## config.mk

```make
export PLATFORM = sky130hd
export DESIGN_NAME = cache_fill_ctrl
export DESIGN_NICKNAME = d
export VERILOG_FILES = /design/src/rtl/cache_fill_ctrl.sv
export SDC_FILE = /design/constraint.sdc
export NUM_CORES = 1
export LEC_CHECK = 0
export ABC_AREA = 1
export BUFFER_PORTS_ARGS = -buffer_cell sky130_fd_sc_hd__buf_2
export CORE_MARGIN = 10
export CORE_UTILIZATION = 50
export DETAILED_ROUTE_END_ITERATION = 10
export PLACE_DENSITY = 0.81
export SYNTH_ARGS = -nofsm -noshare
export SYNTH_HDL_FRONTEND = slang
export SYNTH_SLANG_ARGS = --single-unit
```

## constraint.sdc

```tcl
create_clock -name clk -period 2.46 [get_ports clk]
set_input_delay 0.246 -clock clk [delete_from_list [all_inputs] [get_ports clk]]
set_output_delay 0.246 -clock clk [all_outputs]
set_load 0.05 [all_outputs]
```

## src/rtl/cache_fill_ctrl.sv

```systemverilog
// cache_fill_ctrl: lookup/miss/fill sequencer for a 4-set x 4-way cache tag array.
// Define CACHE_PERF_CNT_EN to add saturating hit_cnt/miss_cnt outputs.
module cache_fill_ctrl #(
    parameter int unsigned TAG_W = 8
) (
    input  logic             clk,
    input  logic             rst,
    input  logic             req_valid,
    output logic             req_ready,
    input  logic [1:0]       req_index,
    input  logic [TAG_W-1:0] req_tag,
    input  logic             flush,
    output logic [1:0]       ts_index,
    output logic [TAG_W-1:0] ts_tag,
    output logic [3:0]       ts_way,
    output logic             ts_w,
    input  logic [3:0]       ts_hit,
    output logic             mem_req,
    output logic [1:0]       mem_index,
    output logic [TAG_W-1:0] mem_tag,
    input  logic             mem_ack,
    output logic             resp_valid,
    output logic             resp_hit,
    output logic [3:0]       resp_way
`ifdef CACHE_PERF_CNT_EN
    ,
    output logic [15:0]      hit_cnt,
    output logic [15:0]      miss_cnt
`endif
);

    typedef enum logic [2:0] {StIdle, StLookup, StMissReq, StFill, StResp} state_e;

    state_e           state_q;
    logic [1:0]       idx_q;
    logic [TAG_W-1:0] tag_q;
    logic [3:0]       victim_q;
    logic [3:0]       valid_q [4];
    logic [2:0]       plru_q [4];

    logic [3:0] qhit;
    logic [3:0] hit_way;
    logic [3:0] victim_way;

    function automatic logic [3:0] lowest_one(input logic [3:0] v);
        logic [3:0] r;
        r = 4'b0000;
        if (v[0])      r = 4'b0001;
        else if (v[1]) r = 4'b0010;
        else if (v[2]) r = 4'b0100;
        else if (v[3]) r = 4'b1000;
        return r;
    endfunction

    // Tree bits: [0] selects pair, [1] picks within {0,1}, [2] picks within {2,3}.
    function automatic logic [2:0] plru_touch(input logic [2:0] b, input logic [3:0] w);
        logic [2:0] r;
        r = b;
        if (w[0])      begin r[0] = 1'b1; r[1] = 1'b1; end
        else if (w[1]) begin r[0] = 1'b1; r[1] = 1'b0; end
        else if (w[2]) begin r[0] = 1'b0; r[2] = 1'b1; end
        else if (w[3]) begin r[0] = 1'b0; r[2] = 1'b0; end
        return r;
    endfunction

    function automatic logic [3:0] pick_victim(input logic [3:0] v, input logic [2:0] b);
        logic [3:0] r;
        if (v != 4'b1111) r = lowest_one(~v);
        else if (!b[0])   r = b[1] ? 4'b0010 : 4'b0001;
        else              r = b[2] ? 4'b1000 : 4'b0100;
        return r;
    endfunction

    assign qhit       = ts_hit & valid_q[idx_q];
    assign hit_way    = lowest_one(qhit);
    assign victim_way = pick_victim(valid_q[idx_q], plru_q[idx_q]);

    assign req_ready = (state_q == StIdle) && !flush;
    assign ts_index  = idx_q;
    assign ts_tag    = tag_q;
    assign mem_index = idx_q;
    assign mem_tag   = tag_q;

    always_ff @(posedge clk or posedge rst) begin
        if (rst) begin
            state_q    <= StIdle;
            idx_q      <= '0;
            tag_q      <= '0;
            victim_q   <= '0;
            ts_way     <= '0;
            ts_w       <= 1'b0;
            mem_req    <= 1'b0;
            resp_valid <= 1'b0;
            resp_hit   <= 1'b0;
            resp_way   <= '0;
            for (int s = 0; s < 4; s++) begin
                valid_q[s] <= '0;
                plru_q[s]  <= '0;
            end
        end else begin
            unique case (state_q)
                StIdle: begin
                    if (flush) begin
                        for (int s = 0; s < 4; s++) begin
                            valid_q[s] <= '0;
                            plru_q[s]  <= '0;
                        end
                    end else if (req_valid) begin
                        idx_q   <= req_index;
                        tag_q   <= req_tag;
                        state_q <= StLookup;
                    end
                end
                StLookup: begin
                    if (qhit != 4'b0000) begin
                        plru_q[idx_q] <= plru_touch(plru_q[idx_q], hit_way);
                        resp_hit      <= 1'b1;
                        resp_way      <= hit_way;
                        resp_valid    <= 1'b1;
                        state_q       <= StResp;
                    end else begin
                        victim_q <= victim_way;
                        mem_req  <= 1'b1;
                        state_q  <= StMissReq;
                    end
                end
                StMissReq: begin
                    if (mem_ack) begin
                        mem_req <= 1'b0;
                        ts_w    <= 1'b1;
                        ts_way  <= victim_q;
                        state_q <= StFill;
                    end
                end
                StFill: begin
                    ts_w           <= 1'b0;
                    ts_way         <= '0;
                    valid_q[idx_q] <= valid_q[idx_q] | victim_q;
                    plru_q[idx_q]  <= plru_touch(plru_q[idx_q], victim_q);
                    resp_hit       <= 1'b0;
                    resp_way       <= victim_q;
                    resp_valid     <= 1'b1;
                    state_q        <= StResp;
                end
                StResp: begin
                    resp_valid <= 1'b0;
                    state_q    <= StIdle;
                end
                default: state_q <= StIdle;
            endcase
        end
    end

`ifdef CACHE_PERF_CNT_EN
    always_ff @(posedge clk or posedge rst) begin
        if (rst) begin
            hit_cnt  <= '0;
            miss_cnt <= '0;
        end else if (resp_valid) begin
            if (resp_hit) begin
                if (hit_cnt != 16'hFFFF) hit_cnt <= hit_cnt + 16'd1;
            end else if (miss_cnt != 16'hFFFF) begin
                miss_cnt <= miss_cnt + 16'd1;
            end
        end
    end
`endif

endmodule

```

Yosys cells after proc, flatten, opt, wreduce, memory -nomap -nowiden

Index checks and enable logic that the tools add are counted.

Bitwise operators: 6
$lt $le $gt $ge: 2
Mux-type cells: 71
Reductions and logical operators: 20
Eq/ne operators: 11

Operators with widths:

| cell                                                             | number |
|---|---|
| 4-bit two-way mux                                                | 16 |
| 12-bit case mux with 3 select lines                              | 1 |
| 16-bit case mux with 2 select lines                              | 1 |
| 12-bit bitwise mux                                               | 2 |
| 12-bit two-way mux                                               | 2 |
| 1-bit two-way mux                                                | 23 |
| 3-bit two-way mux                                                | 7 |
| 16-bit bitwise mux                                               | 1 |
| 16-bit two-way mux                                               | 1 |
| 4-bit case mux with 2 select lines                               | 2 |
| 2-bit two-way mux                                                | 6 |
| 2-bit != test (second input constant)                            | 6 |
| 3-bit case mux with 4 select lines                               | 1 |
| 3-bit AND reduction                                              | 4 |
| 2-bit AND reduction                                              | 5 |
| 4-bit binary-select mux with 2-bit select                        | 1 |
| 4-bit demux with 2-bit select                                    | 1 |
| 2-bit nonzero test                                               | 4 |
| 3-bit binary-select mux with 2-bit select                        | 1 |
| 3-bit demux with 2-bit select                                    | 1 |
| 3-bit by 2-bit == test with 1-bit output (second input constant) | 2 |
| 1-bit case mux with 2 select lines                               | 3 |
| 3-bit nonzero test                                               | 2 |
| 4-bit bitwise AND                                                | 1 |
| other kinds (14)                                                 | 16 |

Register bits after elaboration: 57
Output and inout port bits: 33

Logic depth before layout (Yosys ltp)

Gate-level depths: netlist of the first run.

Word-level depth: 18
Gate-level depth with buffers: 17
Depth with buffers taken out: 15

Worst setup path before layout of the first run

No wires, ideal clock.

Path type: flip-flop to flip-flop
Start point: register state_q[1]
End point: register tag_q[0] (netlist: mem_tag[0])
Slack: -0.603 ns
Buffers on the path: 1
Period minus slack after synthesis: 3.063 ns
Arrival: 2.938 ns
Stages on the path, launching flop included: 5
Data required time: 2.335 ns
Library setup time: 0.125 ns
Cells stage by stage: dfrtp_1 > nor4_1 > nand2_1 > clkbuf_1 > mux2_2

Cells in the longest elaborated chain, start to end: 2

RTL lines:

| what                          | line | RTL |
|---|---|---|
| from (decl)                   | 34   | `state_e state_q;` |
| from (signal assigned)        | 86   | `state_q <= StIdle;` |
| from (signal assigned)        | 111  | `state_q <= StLookup;` |
| from (signal assigned)        | 120  | `state_q <= StResp;` |
| 3-bit zero test               | 101  | `unique case (state_q)` |
| 3-bit AND reduction (no line) | -    |  |
| to (signal assigned)          | 110  | `tag_q <= req_tag;` |
| to (decl)                     | 36   | `logic [TAG_W-1:0] tag_q;` |

Every way passes these cells.
A chain may end at the register's enable or synchronous reset.

Worst setup path in the final report of the first run

Start point: register idx_q[1] (netlist: mem_index[1])
End point: register plru_q[7] (netlist name)

Cells in the longest elaborated chain, start to end: 15
Elaborated cells on any way between the ends: 30
Classes of those cells: order compare: 2; eq/ne: 1; mux: 22; bitwise: 2; reduce/logical: 3

RTL lines:

| what                                                     | line         | RTL |
|---|---|---|
| from (decl)                                              | 35           | `logic [1:0] idx_q;` |
| from (signal assigned)                                   | 109          | `idx_q <= req_index;` |
| 2-bit inverter with 3-bit output (not written as such) * | 74, 116, 139 |  |
| 4-bit binary-select mux with 2-bit select                | 74           | `assign qhit = ts_hit & valid_q[idx_q];` |
| 4-bit two-way mux (not written as such) (2 in series)    | 74           |  |
| 4-bit bitwise AND                                        | 74           |  |
| 4-bit two-way mux                                        | 50           | `else if (v[2]) r = 4'b0100;` |
| 4-bit two-way mux                                        | 49           | `else if (v[1]) r = 4'b0010;` |
| 4-bit two-way mux                                        | 48           | `if (v[0]) r = 4'b0001;` |
| 1-bit two-way mux                                        | 60           | `else if (w[1]) begin r[0] = 1'b1; r[1] = 1'b0; end` |
| 2-bit two-way mux                                        | 59           | `if (w[0]) begin r[0] = 1'b1; r[1] = 1'b1; end` |
| 2-bit two-way mux                                        | 115          | `if (qhit != 4'b0000) begin` |
| 2-bit two-way mux                                        | 101          |  |
| 12-bit bitwise mux                                       | 116          | `plru_q[idx_q] <= plru_touch(plru_q[idx_q], hit_way);` |
| 12-bit two-way mux                                       | 115          |  |
| 12-bit case mux with 3 select lines                      | 101          |  |
| to (signal, indexed assignment)                          | 116          |  |
| to (signal, indexed assignment)                          | 139          | `plru_q[idx_q] <= plru_touch(plru_q[idx_q], victim_q);` |
| to (decl)                                                | 39           | `logic [2:0] plru_q [4];` |

Mark *: on every way between the ends. The rest lies on a longest branch, timed or not. The select of a mux whose other input is x is not followed.

==> results.txt, run 1 <==
----------------------------------------------------
[Outcome]
  Result of the run ... finished, final reports clean

[STA]
  Fraction of the cycle the final worst path needs ... between 80 and 90%
  Post-Route Skew ... around 0.0081 ns
  Min cycle time layout ... roughly 2.2 ns
  Setup TNS ... 0 ns
  Count of final hold-check violations ... 0
  RSZ-0062 raised after global routing ... no
  Worst slew margin relative to its limit ... 52.70%
  Final count of negative-setup-slack endpoints ... 0
  Final number of max-transition violations ... 0
  Worst slew pin tran ... 0.7095 ns
  F_max ... between 0.4 and 0.5 GHz

[Clock network]
  Clock buffer count from CTS ... 9
  Root buffer cell ... clkbuf_8
  Number of buffers between clock root and the deepest sink ... 2
  Worst-skew pair later-pin latency ... 0.34 ns
  TritonCTS clock tree ... yes
  CTS hold repair buffers ... 0
  Clock input transition at the sequential cells of the worst setup and hold paths ... roughly 0.060 ns
  Clock Sinks ... 57
  Number of gates resized after CTS ... 0
  Buffer count from post-CTS setup fixing ... 0
  Count of H-tree levels built during CTS ... 3

[Finish]
  Layout cells sized above 1 ... 20.99%
  Post-layout util ... 59.07%
  Non-Filler Instances ... about 540
  Final-stage net count ... about 480
  Synthesis-to-finish area growth ... 13.35%
  Final std cell area, no fill ... between 0.003 and 0.004 mm²
  Diode count ... 0

[Placed design]
  Dpl cells ... approximately 530
  GPL Wtd Cong ... a little over 0.9
  Post-DP Area ... 0.003376 mm²
  Number of port buffers ... approximately 50
  Detailed placement HPWL ... between 5000 and 6000 µm

[Die]
  Num ports ... 52
  Die Width ... 99.25 µm
  Standard-cell row count ... 28
  Placeable core area ... between 0.006 and 0.007 mm²
  Height of the die ... ~100 µm
  Initial core utilization ... 52.12%
  Die footprint ... 0.009851 mm²

[Synthesis]
  Register bit count reported by yosys ... 57
  Instance count of the mapped netlist ... about 420
  Cell types with the highest counts after synthesis ... nand2_1 (142), dfrtp_1 (57), nor2_1 (45)
  Library cell with the largest summed area after synthesis ... dfrtp_1
  Cell area after technology mapping ... 0.003141 mm²
  Number of flops mapped to enable cells by yosys ... 0
  Count leader, synth ... nand2_1
  Area share of the largest cell type after synthesis ... 45.42%
  Net count of the mapped netlist ... 438
  Ranking of synthesized cells by area ... dfrtp_1 (45%), nand2_1 (17%), nand3_1 (6.1%)
  Synth cell types ... 26
  Sequential cell area fraction in the yosys report ... 45.42%
  Share of flip-flops with an asynchronous set or reset after synthesis ... 100.0%
  Syn. warnings ... 0
  Average footprint of a synthesized cell ... 7.495 µm²
  Synth Flop Type ... dfrtp_1

[GRT]
  Largest net degree at the start of global routing ... 58
  Via count of the first global-routing pass ... 2770
  Remaining global-route overflow ... 0
  First-pass GRT wire length ... around 13000 µm
  Global router's overall resource usage ... approximately 16%
  Number of antenna violations at the first check in global routing ... 0

[Worst setup path]
  Setup crit start kind ... flip-flop
  Critical path class ... flip-flop to flip-flop
  Maximum fanout along the worst path ... 14
  CP endpoint kind ... flip-flop
  Critical path data arrival time ... 2.42 ns
  Crit path required time ... 2.68 ns

[Power]
  Switching part of the total power ... approximately 53%
  Comb power frac ... a little over half
  Share of total power in sequential cells ... 29.1%
  Net Sw Power ... ~2.7 mW
  Leakage Power ... 1.858 nW
  Proportion of power drawn by the clock network ... 16.3%
  Cell internal power dissipation ... 2.393 mW
  Pwr Density ... approximately 1400 mW/mm²
  IR drop worst, VDD ... 1149 µV

[Routing]
  Total routed wirelength ... 8196 µm
  WL per Instance ... about 15 µm
  Via count of the routed design ... around 3000
  Antenna viol nets, final ... 0
  Number of remaining DRC errors ... 0
  Length of the first detailed-routing pass in iterations ... 5
  Via density per instance ... ~5.5
  Initial detailed-routing violation count ... around 220

[Worst hold path]
  Hold Crit Class ... primary input to asynchronous set/reset pin

[Job]
  Max Cap Viol ... 0

----------------------------------------------------
-- cells by family after synthesis --
kind of cell           share of synthesized area (%)
flip-flops                                     45.42
multiplexers                                   2.869
buffers and inverters                          8.844
AO/OA/AOI/OAI                                  9.402
AND/OR/NAND/NOR                                33.47
-- placed cells by master (no fill, tap or decap), drive strengths merged --
master / n
clkinv: 2
dfrtp: 57
clkbuf: 11
nand4: 2
mux2: 8
a31oi: 3
nor2: 48
nor4: 1
clkinvlp: 1
a21oi: 12
o21ai: 36
inv: 31
o211ai: 2
nand3: 39
bufinv: 1
nor3: 1
a22o: 1
buf: 56
o22ai: 2
nand2: 153
-- state kept, by name, indices dropped and copies added, names as in the netlist --
signal / flops
state_q: 3
mem_index: 2
resp_valid: 1
plru_q: 12
mem_tag: 8
mem_req: 1
valid_q: 16
resp_way: 4
victim_q: 4
resp_hit: 1
ts_w: 1
ts_way: 4
-- worst max-delay path, cell delays in order, from the launching register on --
cell	delay [ns]
dfrtp_1	0.60
inv_2	0.16
nand3_1	0.11
nand2_1	0.06
nor2_1	0.21
nor2_2	0.10
nor2_4	0.14
nand3_4	0.13
nand2_2	0.28
inv_1	0.14
nand2_1	0.09
nand2_1	0.05
-- power by group through the flow --
stage | combinational, mW | clock (mW) | sequential (mW)
4_1_cts | 2.81 | 0.854 | 1.49
6_report | 2.80 | 0.837 | 1.49
5_1_grt | 3.03 | 0.890 | 1.53
2_1_floorplan | 1.76 | 0 | 2.02
3_3_place_gp | 2.76 | 0 | 1.48
3_5_place_dp | 2.79 | 0 | 1.50
-- stage by stage --
| stage | hold slack, ns | total power [mW] | setup slack (ns) |
|---|---|---|---|
| final | 0.09673 | 5.127 | 0.2649 |
| after global routing | 0.1378 | 5.446 | 0.08147 |
| after CTS | 0.1304 | 5.150 | 0.2937 |
| after detailed placement | 0.4532 | 4.292 | 0.3047 |
| after global placement | 0.4504 | 4.237 | 0.3604 |
| after floorplan | 0.3964 | 3.784 | 0.08092 |
-- final cells by class --
type,count,area [µm²]
multi-input combinational,308,1443
tap,75,93.84
fill,550,2466
sequential,57,1426
inverter,32,120.1
timing repair buffer,56,292.8
clock buffer,11,141.4
clock inverter,3,42.54
-- metal layers --
| metal | global-route usage, % | part of all wire, % | vias to the layer above |
|---|---|---|---|
| li1 | - | - | 1424 |
| met1 | 20.14 | 43 | 1387 |
| met2 | 25.80 | 46 | 124 |
| met3 | 3.668 | 7.6 | 24 |
| met4 | 9.923 | 2.8 | 0 |
| met5 | 0 | 0 | - |
-- path summary, 6_finish.rpt --
path                              start          to  slack, ns  cells past startpoint
setup / recovery           mem_index[1]   plru_q[7]       0.26                     11
hold / removal                      rst  mem_tag[4]        0.1                      3
setup reg to reg           mem_index[1]   plru_q[7]       0.26                     11
hold reg to reg                    ts_w        ts_w       0.47                      2
max in group asynchronous           rst   plru_q[4]       1.88                      3
min in group clk             req_tag[2]  mem_tag[2]       0.14                      2
(Power assumes the default switching activity.)
==> run 2, diff against run 1 <==
--- a/config.mk
+++ b/config.mk
@@ -5,12 +5,11 @@
 export SDC_FILE = /design/constraint.sdc
 export NUM_CORES = 1
 export LEC_CHECK = 0
-export ABC_AREA = 1
 export BUFFER_PORTS_ARGS = -buffer_cell sky130_fd_sc_hd__buf_2
 export CORE_MARGIN = 10
 export CORE_UTILIZATION = 50
 export DETAILED_ROUTE_END_ITERATION = 10
-export PLACE_DENSITY = 0.81
+export PLACE_DENSITY = 0.82
 export SYNTH_ARGS = -nofsm -noshare
 export SYNTH_HDL_FRONTEND = slang
 export SYNTH_SLANG_ARGS = --single-unit
==> run 2 against run 1 <==
Synthesized cell count down 40%; critical path depth down 5; cell area down 7.1%; clock power down 15%; utilization up 0.98 points; fmax down 4.7%; clock skew down 0.00053 ns; total power down 11%; sequential power about the same; critical path type unchanged.
==> results.txt, run 2 <==
----------------------------------------------------
[Outcome]
  Result of the run ... finished, final reports clean

[Finish]
  Largest register FFs ... 16 (unchanged)
  Footprint of the flip-flops and latches ... 0.001429 mm² (+0.18%)
  Multi-input gate area ... 0.001266 mm² (-12%)
  Fill cell count ... 455 (-17%)
  Highest-count cells in the layout ignoring fill and taps ... dfrtp_1 (55), buf_2 (51), nand2_1 (30)
  Diode count ... 0 (unchanged)
  Layout cells sized above 1 ... 33.01% (+12 points)
  Synthesis-to-finish area growth ... 17.15%
  Final-stage net count ... 323 (-33%)
  Register containing the most flip-flops in the final layout ... valid_q
  Leading cell type in the layout, fill and taps excluded ... dfrtp_1

[Power]
  Net Sw Power ... 2.305 mW (-16%)
  Cell internal power dissipation ... 2.277 mW (-4.8%)
  Share of total power in sequential cells ... 31.9% (+2.8 points)
  Switching part of the total power ... 50.30% (-3.0 points)
  Proportion of power drawn by the clock network ... 15.6% (-0.7 points)
  Comb power frac ... 52.5% (-2.1 points)
  Pwr Density ... 1386 mW/mm² (-3.8%)
  Leakage Power ... 1.534 nW (-17%)
  IR drop worst, VDD ... 772.8 µV (-33%)

[Synthesis]
  Synth cell types ... 42 (+62%)
  Net count of the mapped netlist ... 270 (-38%)
  Count leader, synth ... dfrtp_1
  Sequential cell area fraction in the yosys report ... 50.53% (+5.1 points)
  Number of flops mapped to enable cells by yosys ... 0 (unchanged)
  Synth Flop Type ... dfrtp_1
  Cell area after technology mapping ... 0.002823 mm² (-10%)
  Share of flip-flops with an asynchronous set or reset after synthesis ... 100.0% (unchanged)
  Ranking of synthesized cells by area ... dfrtp_1 (51%), mux2_2 (6.4%), o2bb2ai_1 (5.6%)
  Area share of the largest cell type after synthesis ... 50.53% (+5.1 points)
  Library cell with the largest summed area after synthesis ... dfrtp_1
  Instance count of the mapped netlist ... 251 (-40%)
  Average footprint of a synthesized cell ... 11.25 µm² (+50%)
  Syn. warnings ... 0 (unchanged)
  Register bit count reported by yosys ... 57 (unchanged)
  Cell types with the highest counts after synthesis ... dfrtp_1 (57), nand2_1 (30), o2bb2ai_1 (18)

[Clock network]
  Worst-skew pair later-pin latency ... 0.34 ns (about the same)
  TritonCTS clock tree ... yes
  Clock buffer count from CTS ... 9 (unchanged)
  Clock Sinks ... 57 (unchanged)
  Clock input transition at the sequential cells of the worst setup and hold paths ... 0.06 ns (about the same)
  Number of buffers between clock root and the deepest sink ... 2 (unchanged)
  Buffer count from post-CTS setup fixing ... 0 (unchanged)
  Root buffer cell ... clkbuf_8
  Count of H-tree levels built during CTS ... 3 (unchanged)

[Worst setup path]
  R2r setup slk ... 0.16 ns (-0.11 ns)
  Critical path class ... flip-flop to flip-flop
  Crit path required time ... 2.66 ns (-0.02 ns)
  Reg2Reg Capture Point ... plru_q[8]
  Count of cells along the worst register-to-register path ... 6 (-5)
  Worst setup path endpoint ... plru_q[8]
  Launching point of the worst reg2reg path ... mem_index[0]
  CP endpoint kind ... flip-flop
  Maximum fanout along the worst path ... 14 (unchanged)
  Critical Path Start ... mem_index[0]
  Setup crit start kind ... flip-flop
  Critical path data arrival time ... 2.50 ns (+0.08 ns)

[Die]
  Height of the die ... 95.14 µm (-4.1%)
  Num ports ... 52 (unchanged)
  Standard-cell row count ... 27 (-3.6%)
  Die Width ... 95.14 µm (-4.1%)
  Die footprint ... 0.009051 mm² (-8.1%)
  Placeable core area ... 0.005507 mm² (-8.6%)
  Initial core utilization ... 51.26% (-0.86 points)

[Placed design]
  GPL Wtd Cong ... 0.8886 (-3.9%)
  Number of port buffers ... 51 (unchanged)
  Detailed placement HPWL ... 5173 µm (-12%)
  Post-placement worst setup slack ... 0.1974 ns (-0.1073 ns)

[STA]
  Final count of negative-setup-slack endpoints ... 0 (unchanged)
  Setup TNS ... 0 ns (unchanged)
  Worst slew margin relative to its limit ... 59.64% (+6.9 points)
  Post-Route Skew ... 0.007571 ns (-0.0005251 ns)
  F_max ... 0.4342 GHz (-4.7%)
  RSZ-0062 raised after global routing ... no
  Worst slew pin tran ... 0.6042 ns (-0.1053 ns)
  Fin worst setup slack ... 0.1568 ns (-0.1081 ns)
  Final number of max-transition violations ... 0 (unchanged)
  Min cycle time layout ... 2.303 ns (+0.1081 ns)
  Count of final hold-check violations ... 0 (unchanged)
  Fraction of the cycle the final worst path needs ... 93.63% (+4.4 points)

[GRT]
  Via count of the first global-routing pass ... 2236 (-19%)
  First-pass GRT wire length ... 11110 µm (-16%)
  Number of antenna violations at the first check in global routing ... 0 (unchanged)
  Global router's overall resource usage ... 15.71% (-0.73 points)
  Remaining global-route overflow ... 0 (unchanged)
  Largest net degree at the start of global routing ... 58 (unchanged)

[Job]
  Max Cap Viol ... 0 (unchanged)

[Routing]
  Via density per instance ... 5.837 (+6.9%)
  Total routed wirelength ... 6842 µm (-17%)
  Antenna viol nets, final ... 0 (unchanged)
  WL per Instance ... 17.96 µm (+19%)
  Via count of the routed design ... 2224 (-25%)
  Initial detailed-routing violation count ... 138 (-38%)
  Number of remaining DRC errors ... 0 (unchanged)
  Length of the first detailed-routing pass in iterations ... 4 (-1)

[Worst hold path]
  Hold Crit Class ... primary input to flip-flop

----------------------------------------------------
==> run 2: changes by cell type after synthesis, sizes merged, moves of 7 or more <==
| cell | delta |
|---|---|
| mux2 | +8 |
| nor2 | -31 |
| inv | -24 |
| nand2 | -122 |
| o21ai | -28 |
| nand3 | -35 |
| mux2i | +7 |
| o2bb2ai | +18 |
==> run 2: worst min path at each step <==
| stage | start | to | slack, ns | cells after the start |
|---|---|---|---|---|
| 5_1_grt | req_index[1] | mem_index[1] | 0.13 | 2 |
| 3_5_place_dp | rst | state_q[1] | 0.33 | 3 |
| 4_1_cts | req_index[1] | mem_index[1] | 0.13 | 2 |
| 6_report | req_index[1] | mem_index[1] | 0.14 | 2 |
| 3_3_place_gp | rst | mem_tag[0] | 0.32 | 3 |
| 2_1_floorplan | req_tag[4] | mem_tag[4] | 0.40 | 1 |
==> run 2: kinds of logic after synthesis <==
kind of cell / after synthesis / synth area share, %
and+or+nand+nor: 77 / 12.72
AOI/OAI and AO/OA: 63 / 17.55
DFF: 57 / 50.53
muxes: 29 / 14.18
buffers and inverters: 25 / 5.009
==> run 2: power by group through the flow <==
stage	clock network, mW	registers (mW)	logic (mW)
after floorplan	0	1.98	1.44
after global placement	0	1.45	2.38
after detailed placement	0	1.48	2.42
after CTS	0.724	1.46	2.43
after global routing	0.759	1.51	2.58
final	0.713	1.46	2.41
==> run 2: layer usage <==
layer | GRT usage, % | vias to the layer above | share of wire (%)
met5 | 0 | - | 0
met4 | 8.603 | 0 | 2.0
met3 | 3.771 | 11 | 8.0
met2 | 26.08 | 69 | 49
met1 | 18.34 | 1112 | 41
li1 | - | 1032 | -
==> run 2: area by class of cell <==
type	instances	share of cell area, %
clock buffer	12	4.086
sequential	57	43.21
tap	72	2.724
inverter	7	0.8702
clock inverter	4	0.6054
timing repair buffer	60	10.22
multi-input combinational	169	38.29
==> run 2: what timing repair did <==
item | 4_1_cts | 5_1_grt
endpoints found under the hold margin | 57 | 0
hold buffers | 1 | 0
gates resized for setup | 0 | 0
==> run 2: through the flow <==
stage | hold slack [ns] | utilization [%] | power [mW] | area (µm²) | cells
after floorplan | 0.3965 | - | 3.419 | 2838 | 251
after global placement | 0.3181 | 57.06 | 3.835 | 3142 | 364
after detailed placement | 0.3257 | 57.06 | 3.894 | 3142 | 364
after CTS | 0.1263 | 60.05 | 4.613 | 3307 | 381
after global routing | 0.1328 | 60.05 | 4.840 | 3307 | 381
final | 0.1354 | 60.05 | 4.582 | 3307 | 381
==> run 2: worst max-delay path, cell delays in order (launching register included) <==
cell	delay (ns)
dfrtp_2	0.45
buf_4	0.23
mux4_1	0.63
a21bo_2	0.22
a21oi_1	0.06
nor3_1	0.42
o21ai_0	0.16
